===== src/rtl/data_mem_responder.sv =====
// Data-memory responder for the MEM stage: accepts one request, waits
// WAIT_CYCLES busy cycles, then returns a single response beat.
// Optional feature macro: DMEM_RANGE_CHECK_EN (adds resp_err and rejects
// requests whose upper address bits [15:ADDR_W] are nonzero).
module data_mem_responder #(
    parameter int unsigned ADDR_W      = 8,
    parameter int unsigned WAIT_CYCLES = 2
) (
    input  logic        clock,
    input  logic        reset,
    input  logic        req_read,
    input  logic        req_write,
    input  logic [15:0] req_addr,
    input  logic [15:0] req_wdata,
    output logic        req_ready,
    output logic        resp_valid,
    output logic [15:0] resp_rdata,
`ifdef DMEM_RANGE_CHECK_EN
    output logic        resp_err,
`endif
    output logic        stall
);

    localparam int unsigned DEPTH    = 1 << ADDR_W;
    localparam logic [7:0]  CNT_LOAD = (WAIT_CYCLES == 0) ? 8'd0 : 8'(WAIT_CYCLES - 1);

    typedef enum logic [1:0] {
        S_IDLE = 2'd0,
        S_BUSY = 2'd1,
        S_RESP = 2'd2
    } state_t;

    state_t              r_state;
    state_t              w_state_nxt;
    logic [7:0]          r_cnt;
    logic [7:0]          w_cnt_nxt;
    logic                r_op_rd;
    logic                r_op_wr;
    logic [ADDR_W-1:0]   r_idx;
    logic [15:0]         r_wdata;
    logic                r_resp_valid;
    logic [15:0]         r_resp_rdata;

    // Storage survives reset; it starts out all zero.
    logic [15:0]         r_mem [DEPTH] = '{default: 16'h0000};

    logic                w_req;
    logic                w_accept;
    logic                w_enter_resp;
    logic                w_rd_op;
    logic                w_wr_op;
    logic [ADDR_W-1:0]   w_idx_op;
    logic [15:0]         w_wdata_op;
    logic                w_oor_req;
    logic                w_oor_op;
    logic [15:0]         w_rdata_nxt;
    logic                w_commit;

    assign w_req    = req_read | req_write;
    assign w_accept = (r_state == S_IDLE) & w_req;

`ifdef DMEM_RANGE_CHECK_EN
    logic r_oor;
    logic r_resp_err;
    assign w_oor_req = |req_addr[15:ADDR_W];
    assign w_oor_op  = (r_state == S_IDLE) ? w_oor_req : r_oor;
    assign resp_err  = r_resp_err;
`else
    logic w_unused_upper;
    assign w_unused_upper = ^req_addr[15:ADDR_W];
    assign w_oor_req      = 1'b0;
    assign w_oor_op       = 1'b0;
`endif

    // Next-state, counter and response-data selection.
    always_comb begin
        w_state_nxt  = r_state;
        w_cnt_nxt    = r_cnt;
        w_enter_resp = 1'b0;
        case (r_state)
            S_IDLE: begin
                if (w_req) begin
                    if (WAIT_CYCLES == 0) begin
                        w_state_nxt  = S_RESP;
                        w_enter_resp = 1'b1;
                    end else begin
                        w_state_nxt = S_BUSY;
                        w_cnt_nxt   = CNT_LOAD;
                    end
                end
            end
            S_BUSY: begin
                if (r_cnt == 8'd0) begin
                    w_state_nxt  = S_RESP;
                    w_enter_resp = 1'b1;
                end else begin
                    w_cnt_nxt = r_cnt - 8'd1;
                end
            end
            S_RESP:  w_state_nxt = S_IDLE;
            default: w_state_nxt = S_IDLE;
        endcase

        // With zero wait states the response edge is the accept edge, so
        // operands come straight from the request rather than the latches.
        w_rd_op    = (r_state == S_IDLE) ? req_read                : r_op_rd;
        w_wr_op    = (r_state == S_IDLE) ? req_write               : r_op_wr;
        w_idx_op   = (r_state == S_IDLE) ? req_addr[ADDR_W-1:0]    : r_idx;
        w_wdata_op = (r_state == S_IDLE) ? req_wdata               : r_wdata;

        w_rdata_nxt = (w_rd_op & ~w_oor_op) ? r_mem[w_idx_op] : 16'h0000;
        w_commit    = w_enter_resp & w_wr_op & ~w_oor_op & ~reset;
    end

    // State, counter, operand latches and response registers.
    always_ff @(posedge clock or posedge reset) begin
        if (reset) begin
            r_state      <= S_IDLE;
            r_cnt        <= 8'd0;
            r_op_rd      <= 1'b0;
            r_op_wr      <= 1'b0;
            r_idx        <= '0;
            r_wdata      <= 16'h0000;
            r_resp_valid <= 1'b0;
            r_resp_rdata <= 16'h0000;
`ifdef DMEM_RANGE_CHECK_EN
            r_oor        <= 1'b0;
            r_resp_err   <= 1'b0;
`endif
        end else begin
            r_state      <= w_state_nxt;
            r_cnt        <= w_cnt_nxt;
            r_resp_valid <= w_enter_resp;
            if (w_accept) begin
                r_op_rd <= req_read;
                r_op_wr <= req_write;
                r_idx   <= req_addr[ADDR_W-1:0];
                r_wdata <= req_wdata;
`ifdef DMEM_RANGE_CHECK_EN
                r_oor   <= w_oor_req;
`endif
            end
            if (w_enter_resp) begin
                r_resp_rdata <= w_rdata_nxt;
            end
`ifdef DMEM_RANGE_CHECK_EN
            r_resp_err <= w_enter_resp & w_oor_op;
`endif
        end
    end

    // Write commit on the edge entering RESP (read-before-write by NBA order).
    always_ff @(posedge clock) begin
        if (w_commit) begin
            r_mem[w_idx_op] <= w_wdata_op;
        end
    end

    assign req_ready  = (r_state == S_IDLE);
    assign resp_valid = r_resp_valid;
    assign resp_rdata = r_resp_rdata;
    assign stall      = ((r_state == S_IDLE) & w_req) | (r_state == S_BUSY);

endmodule


===== config.mk =====
export PLATFORM = sky130hd
export DESIGN_NAME = data_mem_responder
export DESIGN_NICKNAME = d
export VERILOG_FILES = /design/src/rtl/data_mem_responder.sv
export SDC_FILE = /design/constraint.sdc
export NUM_CORES = 2
export LEC_CHECK = 0
export ABC_CLOCK_PERIOD_IN_PS = 14300
export CAP_MARGIN = 5
export CELL_PAD_IN_SITES_DETAIL_PLACEMENT = 1
export CELL_PAD_IN_SITES_GLOBAL_PLACEMENT = 2
export CORE_AREA = 4 4 714 716
export DETAILED_ROUTE_END_ITERATION = 12
export DIE_AREA = 0 0 718 720
export MAX_ROUTING_LAYER = met4
export PLACE_DENSITY = 0.63
export SLEW_MARGIN = 20
export SYNTH_ARGS = -nofsm -noshare
export SYNTH_HDL_FRONTEND = slang
export SYNTH_SLANG_ARGS = --single-unit

===== constraint.sdc =====
create_clock -name clock -period 14.3 [get_ports clock]
set_input_delay 2.145 -clock clock [delete_from_list [all_inputs] [get_ports clock]]
set_output_delay 2.145 -clock clock [all_outputs]
set_load 0.02 [all_outputs]

* Word-level counts from Yosys, hierarchy flattened
Memories as Yosys holds them, arrays and structs flattened. Index checks and enable logic that the tools add are counted.
Cells by class: reduce and logical (&&, ||, !) cells 5, shift operators 0, muxes and demuxes 15, div/mod/pow operators 0, bitwise gates (word level) 6, equal/unequal tests 4, multipliers 0, magnitude comparators 0, add/sub/neg operators 1
Operators with widths (count):
- 16-bit two-way mux | 2
- 8-bit two-way mux | 3
- 8-bit case mux with 2 select lines | 1
- 8-bit logical NOT | 1
- 8-bit by 1-bit subtractor with 8-bit output, second input constant | 1
- 1-bit two-way mux | 6
- 2-bit two-way mux | 2
- 2-bit != test, second input constant | 2
- 2-bit case mux with 2 select lines | 1
- 1-bit AND | 3
- 3-bit AND reduction | 1
- 2-bit by 1-bit == test with 1-bit output, second input constant | 1
- 2-bit logical NOT | 1
- 2-bit by 1-bit != test with 1-bit output, second input constant | 1
- 1-bit OR | 2
- 2-bit AND reduction | 1
- 2-bit nonzero test | 1
- 1-bit NOT | 1
Storage, ports and cells: logic and storage cells 40, output and inout port bits 19, bits in writable memories 4096, bits of input ports 36, memories 1, bits in read-only memories 0, bits in registers 53, bits in latches 0
Memory list:
- r_mem | depth 256, bits a word 16, read ports 1, clocked after Yosys merged registers in 0, write ports 1, RTL line 45 | logic [15:0] r_mem [DEPTH] = '{default: 16'h0000};

* Longest topological paths before layout
depth in word-level cells 7, mapped depth 14, gate-level depth less buffers 10

* Worst setup path after synthesis
OpenSTA, ideal clock, no wires.
path kind input -> register, start in req_wdata[0], end mem r_mem[0][0] (data pin), path buffers 0, slack 8.236 ns, data required time 13.477 ns, setup time 0.823 ns, stages on the path 2, data arrival time 5.242 ns, path through nand2_1 -> nand2_1
Between the ends: word-level cells in the longest chain between the ends 1
Ends and longest elaborated chain:
- start: declaration | RTL line 14 | input logic [15:0] req_wdata,
- 16-bit two-way mux | RTL line 109 | w_wdata_op = (r_state == S_IDLE) ? req_wdata : r_wdata;
- via w_wdata_op[0] | RTL line 53 | logic [15:0] w_wdata_op;
- end: declaration | RTL line 45
The timed path passes the listed nets, and every way through them passes these cells.

* Worst setup path in the final report
start in req_addr[1], end reg r_resp_rdata[11] (netlist: resp_rdata[11])
Between the ends: word-level cells in the longest chain between the ends 3
Ends and longest elaborated chain:
- start: declaration | RTL line 13 | input logic [15:0] req_addr,
- 8-bit two-way mux | RTL line 108 | w_idx_op = (r_state == S_IDLE) ? req_addr[ADDR_W-1:0] : r_idx;
- memory read 256 x 16 bit
- 16-bit two-way mux | RTL line 111 | w_rdata_nxt = (w_rd_op & ~w_oor_op) ? r_mem[w_idx_op] : 16'h0000;
- end signal: assignment | RTL line 144 | r_resp_rdata <= w_rdata_nxt;
- end: declaration | RTL line 42 | logic [15:0] r_resp_rdata;
No other way between the ends. A chain may end at the register's enable or synchronous reset.

==> metrics.md <==
| Metric | Value |
|---|---|
| CTS tree | `done` |
| Sink Count | `4,149` |
| CTS Buffer Depth | `4` |
| Synthesized area | `151,000 um^2` |
| Skew-Pair Late Insertion Delay | `1.00 ns` |
| Die H | `720 um` |
| Area of the core | `504,000 um^2` |
| Total CTS buffers | `433` |
| Via count | `89,300` |
| Antenna viol nets, final | `0` |
| Setup CP Type | `in -> reg` |
| Critical Path Start Type | `input port` |
| Non-Filler Instances | `16,100` |
| Seq. cell area | `124,000 um^2` |
| GR Util All Layers | `19.1%` |
| CP Capture Type | `flop` |
| Fmax | `147 MHz` |
| WP data required | `15.18 ns` |
| Synthesized flop and latch total | `4,149` |
| Final period util | `47.5%` |
| Global-route wire length before repair | `696 mm` |
| Final hold viol count | `0` |
| Post-CTS Setup Bufs | `0` |
| Avg Cell Area, Syn | `17.2 um^2` |
| Mapped Nets | `8,815` |
| Sum Neg Setup Slack | `0 ns` |
| Uppermost routed layer | `met4` |
| Share of cells above drive strength 1 | `12.3%` |
| WL final | `500 mm` |
| Netlist cell types | `46` |
| Cell Rows | `261` |
| Multi-input gate area | `24,100 um^2` |
| Max Cap Violations | `0` |
| Fill count | `50,700` |
| Leakage | `51.7 nW` |
| Initial Util | `29.9%` |
| Root Buffer | `clkbuf_16` |
| Post-layout util | `34.6%` |
| Dpl cells | `15,300` |
| Die ar. | `517,000 um^2` |
| Initial antenna violation count | `17` |
| Most common cell after layout, fill and taps aside | `edfxtp_1` |
| Post-route DRC | `0` |
| Total number of yosys warnings | `0` |
| Ports | `55` |
| Die extent in x | `718 um` |
| Area grow syn2layout | `15.7%` |
| Cts hold-fix bufs | `0` |
| Main flop type after synthesis | `edfxtp_1` |
| Crit-path max FO | `53` |
| Arr. time, crit path | `7.67 ns` |
| CTS H-tree lvls | `5` |
| PortBufs | `46` |
| Clock Pin Slew Worst Setup and Hold Paths | `0.06 ns` |
| Mapped Cells | `8,777` |
| Grt ovf | `0` |
| Share of synthesized registers carrying an async set or reset | `1.28%` |
| Largest net degree at the start of global routing | `209` |
| Commonest non-fill, non-tap cells in the layout | `4,096 x edfxtp_1, 1,925 x o22ai_1, 933 x o21ai_0, 437 x clkbuf_16, 391 x buf_4` |
| RSZ-0062 raised after global routing | `false` |
| Outcome | `completed` |
| Vias per cell | `5.55` |
| Initial detailed-routing violation count | `10,100` |
| Drt wl/cell | `31.0 um` |
| Met2 WL | `238 mm` |
| Peak VDD IR | `0.220 mV` |
| Seq/Total Area, Yosys | `82.4%` |
| DP HPWL | `275 mm` |
| Final setup viols | `0` |
| Worst hold path type | `reg -> reg` |
| NumNets Final | `9,077` |
| DR WL met3 | `34.8 mm` |
| Min Clock Period, post-route | `6.79 ns` |
| Worst slew pin tran | `1.36 ns` |
| 1st-pass router iterations | `8` |
| Relative slew slack | `9.24%` |
| Post-CTS Resized | `0` |
| Vias in the first global route | `90,200` |
| Pwr dens | `217 nW/um^2` |
| Clk_skew | `0.0538 ns` |
| GP Congestion | `0.802` |
| DRT met1 WL | `211 mm` |
| Final Slew Violations | `0` |
| Post-synth EDFFs | `4,096` |
==> stage by stage <==
step                      area (um^2)  hold slack [ns]  total power (W)  worst slack, ns
final                          174000            0.473           0.0379             7.51
after global routing           174000            0.509           0.0392             7.45
after CTS                      174000            0.478           0.0380             7.57
after detailed placement       161000            0.463           0.0273             6.51
after global placement         161000            0.469           0.0269             6.71
after floorplan                151000            0.444           0.0226             8.24
==> critical path, stage by stage <==
cell	delay, ns
clkdlybuf4s50_1	0.47
nand2_1	0.17
o21a_4	0.41
buf_4	0.48
buf_4	0.70
buf_4	0.70
o22ai_1	0.15
o21ai_0	0.24
a41oi_1	0.31
o41ai_1	0.81
nand3_1	0.61
o21ai_1	0.31
==> layout make-up <==
class / instances / area share, %
inverter: 9 / 0.0273
clock buffer: 542 / 6.51
multi-input combinational: 3973 / 13.8
clock inverter: 243 / 1.16
timing repair buffer: 473 / 2.36
sequential: 4149 / 71.3
antenna: 12 / 0.0172
tap: 6706 / 4.81
==> synthesized netlist by cell type, types with 3 or more instances <==
master / count / area, um^2
a41oi_1: 240 / 2100
nand4_1: 9 / 56.3
o21ai_2: 4 / 35.0
or3_1: 7 / 43.8
edfxtp_1: 4096 / 123000
inv_1: 8 / 30.0
o21ai_0: 933 / 4670
nor2_1: 270 / 1010
a41o_1: 3 / 30.0
nor3_1: 8 / 40.0
a21oi_1: 66 / 330
buf_4: 29 / 218
buf_2: 363 / 1820
nand2b_1: 11 / 68.8
dfrtp_1: 53 / 1330
buf_6: 10 / 113
o21ai_1: 68 / 340
clkbuf_1: 224 / 841
o22ai_1: 1925 / 12000
nor4_1: 26 / 163
xnor2_1: 4 / 35.0
buf_1: 19 / 71.3
nand2_1: 176 / 661
o21a_1: 11 / 82.6
o41ai_1: 44 / 385
a22oi_1: 128 / 961
o31a_1: 3 / 26.3
nand3_1: 16 / 80.1
==> logic make-up (layout without fill, tap and decap cells) <==
logic type	after synthesis	count (layout)	synth area share [%]
flops	4149	4149	82.4
compound gates	3432	3432	14.0
buf+inv	655	1267	2.06
simple gates	533	533	1.46
xor+xnor	5	5	0.0290
fa+ha+maj	2	2	0.0166
mux	1	1	0.00664
other cells	0	12	0
==> power breakdown <==
group | leakage [nW] | internal, W | switching (W)
Combinational | 7.35 | 0.00236 | 0.00894
Clock | 6.54 | 0.00608 | 0.00468
Sequential | 37.8 | 0.0157 | 0.000122
==> sequential cells by signal, summed over array words and instances (netlist names) <==
| signal | cells |
|---|---|
| r_cnt | 8 |
| r_op_wr | 1 |
| r_wdata | 16 |
| r_mem | 4096 |
| resp_valid | 1 |
| r_idx | 8 |
| r_op_rd | 1 |
| resp_rdata | 16 |
| r_state | 2 |
==> path summary, 6_finish.rpt <==
path	start	to	slack, ns	depth (start not counted)
setup / recovery	req_addr[1]	resp_rdata[11]	7.51	12
hold / removal	r_wdata[9]	r_wdata[9]	0.47	2
setup reg to reg	r_state[1]	resp_rdata[11]	7.93	13
hold reg to reg	r_wdata[9]	r_wdata[9]	0.47	2
max in group asynchronous	reset	resp_rdata[15]	11.77	3
min in group asynchronous	reset	r_op_rd	1.34	2
==> routing by layer <==
metal | vias to the layer above | track usage, %
met5 | - | -
met4 | 0 | 5.93
met3 | 718 | 2.61
met2 | 3599 | 30.4
met1 | 47700 | 25.4
li1 | 37300 | -
(Power assumes the default switching activity.)
